[src/rtl/timer_pkg.sv]
// Shared types and constants for the countdown timer and its UART frame formatter.
package timer_pkg;

    typedef enum logic [1:0] {
        IDLE = 2'd0,
        SNAP = 2'd1,
        SEND = 2'd2
    } fsm_state_t;

    localparam int unsigned FRAME_LEN      = 13;
    localparam int unsigned FRAME_LEN_DONE = 18;
    localparam int unsigned IDX_W          = 5;

    localparam logic [7:0] ASC_0 = 8'h30;
    localparam logic [7:0] COLON = 8'h3A;
    localparam logic [7:0] DOT   = 8'h2E;
    localparam logic [7:0] SPACE = 8'h20;
    localparam logic [7:0] CR    = 8'h0D;
    localparam logic [7:0] LF    = 8'h0A;
    localparam logic [7:0] ASC_D = 8'h44;
    localparam logic [7:0] ASC_O = 8'h4F;
    localparam logic [7:0] ASC_N = 8'h4E;
    localparam logic [7:0] ASC_E = 8'h45;

    // Frozen copy of the timer inputs that a frame is rendered from.
    typedef struct packed {
        logic [5:0] hours;
        logic [5:0] minutes;
        logic [5:0] seconds;
        logic [6:0] centis;
        logic       done;
    } snap_t;

    function automatic logic [7:0] bcd_ascii(input logic [3:0] digit);
        return ASC_0 + {4'h0, digit};
    endfunction

endpackage

[src/rtl/timer_uart_formatter_bin2dec99.sv]
// 7-bit binary to two BCD digits; anything above 99 reads as 99.
module bin2dec99 (
    input  logic [6:0] bin,
    output logic [3:0] tens,
    output logic [3:0] ones
);

    logic [6:0] clamped;

    always_comb begin
        clamped = (bin > 7'd99) ? 7'd99 : bin;
        tens    = 4'(clamped / 7'd10);
        ones    = 4'(clamped % 7'd10);
    end

endmodule

[src/rtl/timer_uart_formatter.sv]
// Snapshots the timer and streams "HH:MM:SS.cc[ DONE]\r\n" over a valid/ready byte link.
module timer_uart_formatter
    import timer_pkg::*;
#(
    parameter int unsigned AUTO_PERIOD = 100,
    parameter int unsigned CNT_W       = 16
) (
    input  logic       clk,
    input  logic       reset,
    input  logic [5:0] hours,
    input  logic [5:0] minutes,
    input  logic [5:0] seconds,
    input  logic [6:0] centis,
    input  logic       done,
    input  logic       send,
    input  logic       tx_ready,
    output logic [7:0] tx_data,
    output logic       tx_valid,
    output logic       busy
);

    localparam logic [CNT_W-1:0] AUTO_LAST = CNT_W'(AUTO_PERIOD - 1);
    localparam logic [IDX_W-1:0] LAST_NORM = IDX_W'(FRAME_LEN - 1);
    localparam logic [IDX_W-1:0] LAST_DONE = IDX_W'(FRAME_LEN_DONE - 1);

    fsm_state_t       state_q, state_d;
    logic [IDX_W-1:0] index_q, index_d;
    logic             pending_q, pending_d;
    logic [CNT_W-1:0] cnt_q, cnt_d;
    logic             done_q, done_d;
    snap_t            snap_q, snap_d;
    logic [7:0]       tx_data_q, tx_data_d;
    logic             tx_valid_q, tx_valid_d;
    logic             busy_q, busy_d;

    logic             auto_tick;
    logic             req;
    logic             xfer;
    logic [IDX_W-1:0] last_idx;
    logic [3:0]       h1, h0, m1, m0, s1, s0, c1, c0;

    // Digits come from the next snapshot so the first byte is registered on SNAP exit.
    bin2dec99 u_hours   (.bin({1'b0, snap_d.hours}),   .tens(h1), .ones(h0));
    bin2dec99 u_minutes (.bin({1'b0, snap_d.minutes}), .tens(m1), .ones(m0));
    bin2dec99 u_seconds (.bin({1'b0, snap_d.seconds}), .tens(s1), .ones(s0));
    bin2dec99 u_centis  (.bin(snap_d.centis),          .tens(c1), .ones(c0));

    // Free-running auto-request counter; period 0 disables it.
    always_comb begin
        auto_tick = 1'b0;
        cnt_d     = '0;
        if (AUTO_PERIOD != 0) begin
            auto_tick = (cnt_q == AUTO_LAST);
            cnt_d     = auto_tick ? '0 : cnt_q + CNT_W'(1);
        end
    end

    always_comb begin
        state_d   = state_q;
        index_d   = index_q;
        pending_d = pending_q;
        snap_d    = snap_q;
        done_d    = done;
        tx_data_d = 8'h00;

        req      = send | auto_tick | (done & ~done_q);
        xfer     = tx_valid_q & tx_ready;
        last_idx = snap_q.done ? LAST_DONE : LAST_NORM;

        case (state_q)
            IDLE: begin
                if (req) begin
                    state_d = SNAP;
                end
            end
            SNAP: begin
                snap_d  = '{hours: hours, minutes: minutes, seconds: seconds,
                            centis: centis, done: done};
                index_d = '0;
                state_d = SEND;
            end
            SEND: begin
                if (xfer) begin
                    if (index_q == last_idx) begin
                        index_d = '0;
                        state_d = (pending_q | req) ? SNAP : IDLE;
                    end else begin
                        index_d = index_q + IDX_W'(1);
                    end
                end
            end
            default: state_d = IDLE;
        endcase

        // Entering SNAP consumes the pending request; anything else while busy queues one.
        if (state_d == SNAP) begin
            pending_d = 1'b0;
        end else if (req && state_q != IDLE) begin
            pending_d = 1'b1;
        end

        tx_valid_d = (state_d == SEND);
        busy_d     = (state_d != IDLE);

        if (tx_valid_d) begin
            case (index_d)
                5'd0:    tx_data_d = bcd_ascii(h1);
                5'd1:    tx_data_d = bcd_ascii(h0);
                5'd2:    tx_data_d = COLON;
                5'd3:    tx_data_d = bcd_ascii(m1);
                5'd4:    tx_data_d = bcd_ascii(m0);
                5'd5:    tx_data_d = COLON;
                5'd6:    tx_data_d = bcd_ascii(s1);
                5'd7:    tx_data_d = bcd_ascii(s0);
                5'd8:    tx_data_d = DOT;
                5'd9:    tx_data_d = bcd_ascii(c1);
                5'd10:   tx_data_d = bcd_ascii(c0);
                5'd11:   tx_data_d = snap_d.done ? SPACE : CR;
                5'd12:   tx_data_d = snap_d.done ? ASC_D : LF;
                5'd13:   tx_data_d = ASC_O;
                5'd14:   tx_data_d = ASC_N;
                5'd15:   tx_data_d = ASC_E;
                5'd16:   tx_data_d = CR;
                5'd17:   tx_data_d = LF;
                default: tx_data_d = 8'h00;
            endcase
        end
    end

    always_ff @(posedge clk or posedge reset) begin
        if (reset) begin
            state_q    <= IDLE;
            index_q    <= '0;
            pending_q  <= 1'b0;
            cnt_q      <= '0;
            done_q     <= 1'b0;
            snap_q     <= '0;
            tx_data_q  <= 8'h00;
            tx_valid_q <= 1'b0;
            busy_q     <= 1'b0;
        end else begin
            state_q    <= state_d;
            index_q    <= index_d;
            pending_q  <= pending_d;
            cnt_q      <= cnt_d;
            done_q     <= done_d;
            snap_q     <= snap_d;
            tx_data_q  <= tx_data_d;
            tx_valid_q <= tx_valid_d;
            busy_q     <= busy_d;
        end
    end

    assign tx_data  = tx_data_q;
    assign tx_valid = tx_valid_q;
    assign busy     = busy_q;

endmodule

[config.mk]
export PLATFORM = sky130hd
export DESIGN_NAME = timer_uart_formatter
export DESIGN_NICKNAME = d
export VERILOG_FILES = /design/src/rtl/timer_pkg.sv /design/src/rtl/timer_uart_formatter_bin2dec99.sv /design/src/rtl/timer_uart_formatter.sv
export SDC_FILE = /design/constraint.sdc
export NUM_CORES = 1
export LEC_CHECK = 0
export ABC_AREA = 0
export CAP_MARGIN = 10
export CELL_PAD_IN_SITES_DETAIL_PLACEMENT = 2
export CELL_PAD_IN_SITES_GLOBAL_PLACEMENT = 2
export CORE_MARGIN = 1
export CORE_UTILIZATION = 37
export CTS_BUF_LIST = sky130_fd_sc_hd__clkbuf_16
export DETAILED_ROUTE_END_ITERATION = 10
export MAX_ROUTING_LAYER = met4
export PLACE_DENSITY = 0.85
export SYNTH_ARGS = -nofsm -noshare
export SYNTH_HDL_FRONTEND = slang
export SYNTH_HIERARCHICAL = 1
export SYNTH_SLANG_ARGS = --single-unit
[constraint.sdc]
create_clock -name clk -period 5.9 [get_ports clk]
set_input_delay 1.18 -clock clk [delete_from_list [all_inputs] [get_ports clk]]
set_output_delay 1.18 -clock clk [all_outputs]
set_load 0.005 [all_outputs]
==> qor.txt <==
Top-count cell post-synth: dfrtp_1
Met1 Use GR: 0.3052
Kind of critical path: input pin to flip-flop
Placed cell count: 929
Total number of vias: 5575
Synthesized area: 5913 um2
CTS tree: done
Synthesis-stage register bit count: 60
CP max stage cell: clkdlybuf4s50_1
Layout Skew: 0.006304 ns
Initial antenna violation count: 0
Synth area leader: dfrtp_1
Longest Clk Path Bufs: 2
Estimated wirelength of the detail-placed design: 14.23 mm
Global-route wire length before repair: 33.13 mm
Ys flop type: dfrtp_1
Final non-filler cell total: 944
Routability Congestion: 0.9254
Die area: 16490 um2
Avg WL per Cell: 21.08 um
Starting density of the core: 0.3833
Synth unique cells: 93
Synth top area cells: dfrtp_1 25%, mux2_2 5.3%, ha_1 3.8%
Fraction of the cycle the final worst path needs: 0.9333
Worst-margin pin slew: 0.8640 ns
Core area: 15430 um2
Achievable Freq: 181.6 MHz
Min Tclk post-route: 5.507 ns
Fin nets: 777
Status: finished clean
Largest net degree at the start of global routing: 61
# hold bufs at CTS: 0
Area of the multi-input gates: 4041 um2
RSZ-0062 raised after global routing: false
Core Util, Final: 0.4362
Site Rows: 45
Syn-to-layout area delta: 13.80%
Mapped Avg Cell Area: 8.447 um2
Vias in the first global route: 6282
Ports: 40
Antenna Cells: 0
Share of cells above drive strength 1: 0.1392
Post-Syn Instances: 700
Max FO, Critical Path: 16
Met3 Usage GRT: 0.04324
Worst setup EP type: flip-flop
Antenna-violating nets left: 0
GR peak layer: met2
Met2 Use GR: 0.4655
Worst-path cell chain: clkdlybuf4s50_1, mux2_2, inv_1, a21oi_1, ha_1, o21a_1, o21ai_0, ha_1, a211oi_1, a311o_1, a21o_1, o211ai_1, inv_1, ha_1, nand2_1, a211oi_1, a211oi_1, nor3b_1, o311a_1, o21ai_1, a41oi_1
# Post-CTS Setup Buffers: 0
Post-synth EDFFs: 0
Port bufs: 38
Die Y: 128.4 um
Post-CTS sizing: 0
Final Max Tran Viols: 0
Hold WC Path Type: flip-flop to flip-flop
GRT Residual Overflow: 0
Worst-Skew Late Latency: 0.34 ns
CP startpoint kind: input pin
H-tree depth: 3
Clock sink count: 60
Synth cell count leaders: 60 x dfrtp_1, 56 x nor2_1, 42 x a21oi_1, 42 x nand2_1, 33 x inv_1
Vias/cell: 5.906
Final setup viols: 0
Clock transition at path regs: 0.06 ns
Post-synth top area share: 0.2539
# fillers: 1758
Worst EP arrival: 5.77 ns
Initial drt markers: 235
Post-route setup TNS: 0 ns
Reg area: 1501 um2
Hold Fails Final Rpt: 0
Sequential cell area fraction in the yosys report: 0.2539
Synth warn: 6
Crit path largest cell delay: 0.39 ns
CTS Buf Count: 9
Asr flop ratio synth: 1.000
DRC: 0
Req. time, crit path: 6.16 ns
Pre-antenna DRT Iters: 4
Die Width: 128.4 um
Relative slew slack: 0.4219
Max cap viols: 0
Total Wirelength: 19.90 mm
Gr usage total: 0.2625
Root Buffer Master: clkbuf_16
## flip-flops by register name, indices dropped and copies added (netlist names)
register,count
busy,1
cnt_q,16
done_q,1
index_q,5
pending_q,1
snap_q,26
state_q,2
tx_data,7
tx_valid,1
## per-layer routing
metal	share of wire	routed length [um]	vias to the layer above
li1	-	-	2613
met1	0.44	8675	2841
met2	0.51	10140	92
met3	0.034	679	29
met4	0.020	406	0
met5	0	0	-
## worst max-delay path: cells and delay by family
kind	cells	cell delay (ns)
AO/OA/AOI/OAI	12	2.32
adder cells (fa/ha/maj)	3	0.84
buffers and inverters	3	0.67
multiplexers	1	0.39
AND/OR/NAND/NOR	2	0.36
## worst paths after layout
| kind | start | to | slack (ns) | cells after the start |
|---|---|---|---|---|
| worst max-delay path | hours[4] | tx_data[2]$_DFF_PP0_ | 0.39 | 21 |
| worst min register to register | cnt_q[15]$_DFF_PP0_ | cnt_q[15]$_DFF_PP0_ | 0.49 | 1 |
| min in group asynchronous | reset | snap_q[14]$_DFF_PP0_ | 1.40 | 3 |
| worst max register to register | state_q[1]$_DFF_PP0_ | tx_data[2]$_DFF_PP0_ | 0.54 | 23 |
| max in group asynchronous | reset | snap_q[1]$_DFF_PP0_ | 3.95 | 3 |
| worst min-delay path | cnt_q[15]$_DFF_PP0_ | cnt_q[15]$_DFF_PP0_ | 0.49 | 1 |
## area by class of cell
cell class	instances	share of cell area
Clock buffer	9	0.03347
Clock inverter	6	0.01209
Tap cell	211	0.03923
Sequential cell	60	0.2231
Timing Repair Buffer	50	0.06991
Inverter	38	0.02157
Multi-Input combinational cell	570	0.6006
## layout by cell type (no fill, tap or decap), types with 14 or more instances in the layout
master,Yosys,layout
a21oi_1,42,42
nand2_1,42,42
nor2b_1,29,29
mux2_2,28,28
nor3_1,14,14
dfrtp_1,60,60
inv_1,33,33
ha_1,18,18
nand2b_1,19,19
o21ai_0,28,28
clkdlybuf4s50_1,0,38
nor2_1,56,56
nand3_1,31,31
## stage by stage
step	hold slack, ns	area, um2	setup slack [ns]
6_report	0.4852	6729	0.3932
2_1_floorplan	0.4426	5947	0.6742
3_5_place_dp	0.4777	6422	0.1480
4_1_cts	0.4871	6729	0.4670
5_1_grt	0.5238	6729	0.1837
3_3_place_gp	0.4570	6422	0.5773
## cell families (layout without fill, tap and decap cells)
logic type | after synthesis | in the layout | synth area share
other | 1 | 10 | 0.0006342
DFF | 60 | 60 | 0.2539
and+or+nand+nor | 279 | 279 | 0.2842
adders and majority gates | 18 | 18 | 0.03809
muxes | 38 | 38 | 0.07258
xor gates and xnor gates | 19 | 19 | 0.02814
buffers and inverters | 79 | 103 | 0.06834
AOI/OAI and AO/OA | 206 | 206 | 0.2541
Power is not shown: default switching activity piles up to over one toggle a cycle in this logic, so the estimate is an artifact.
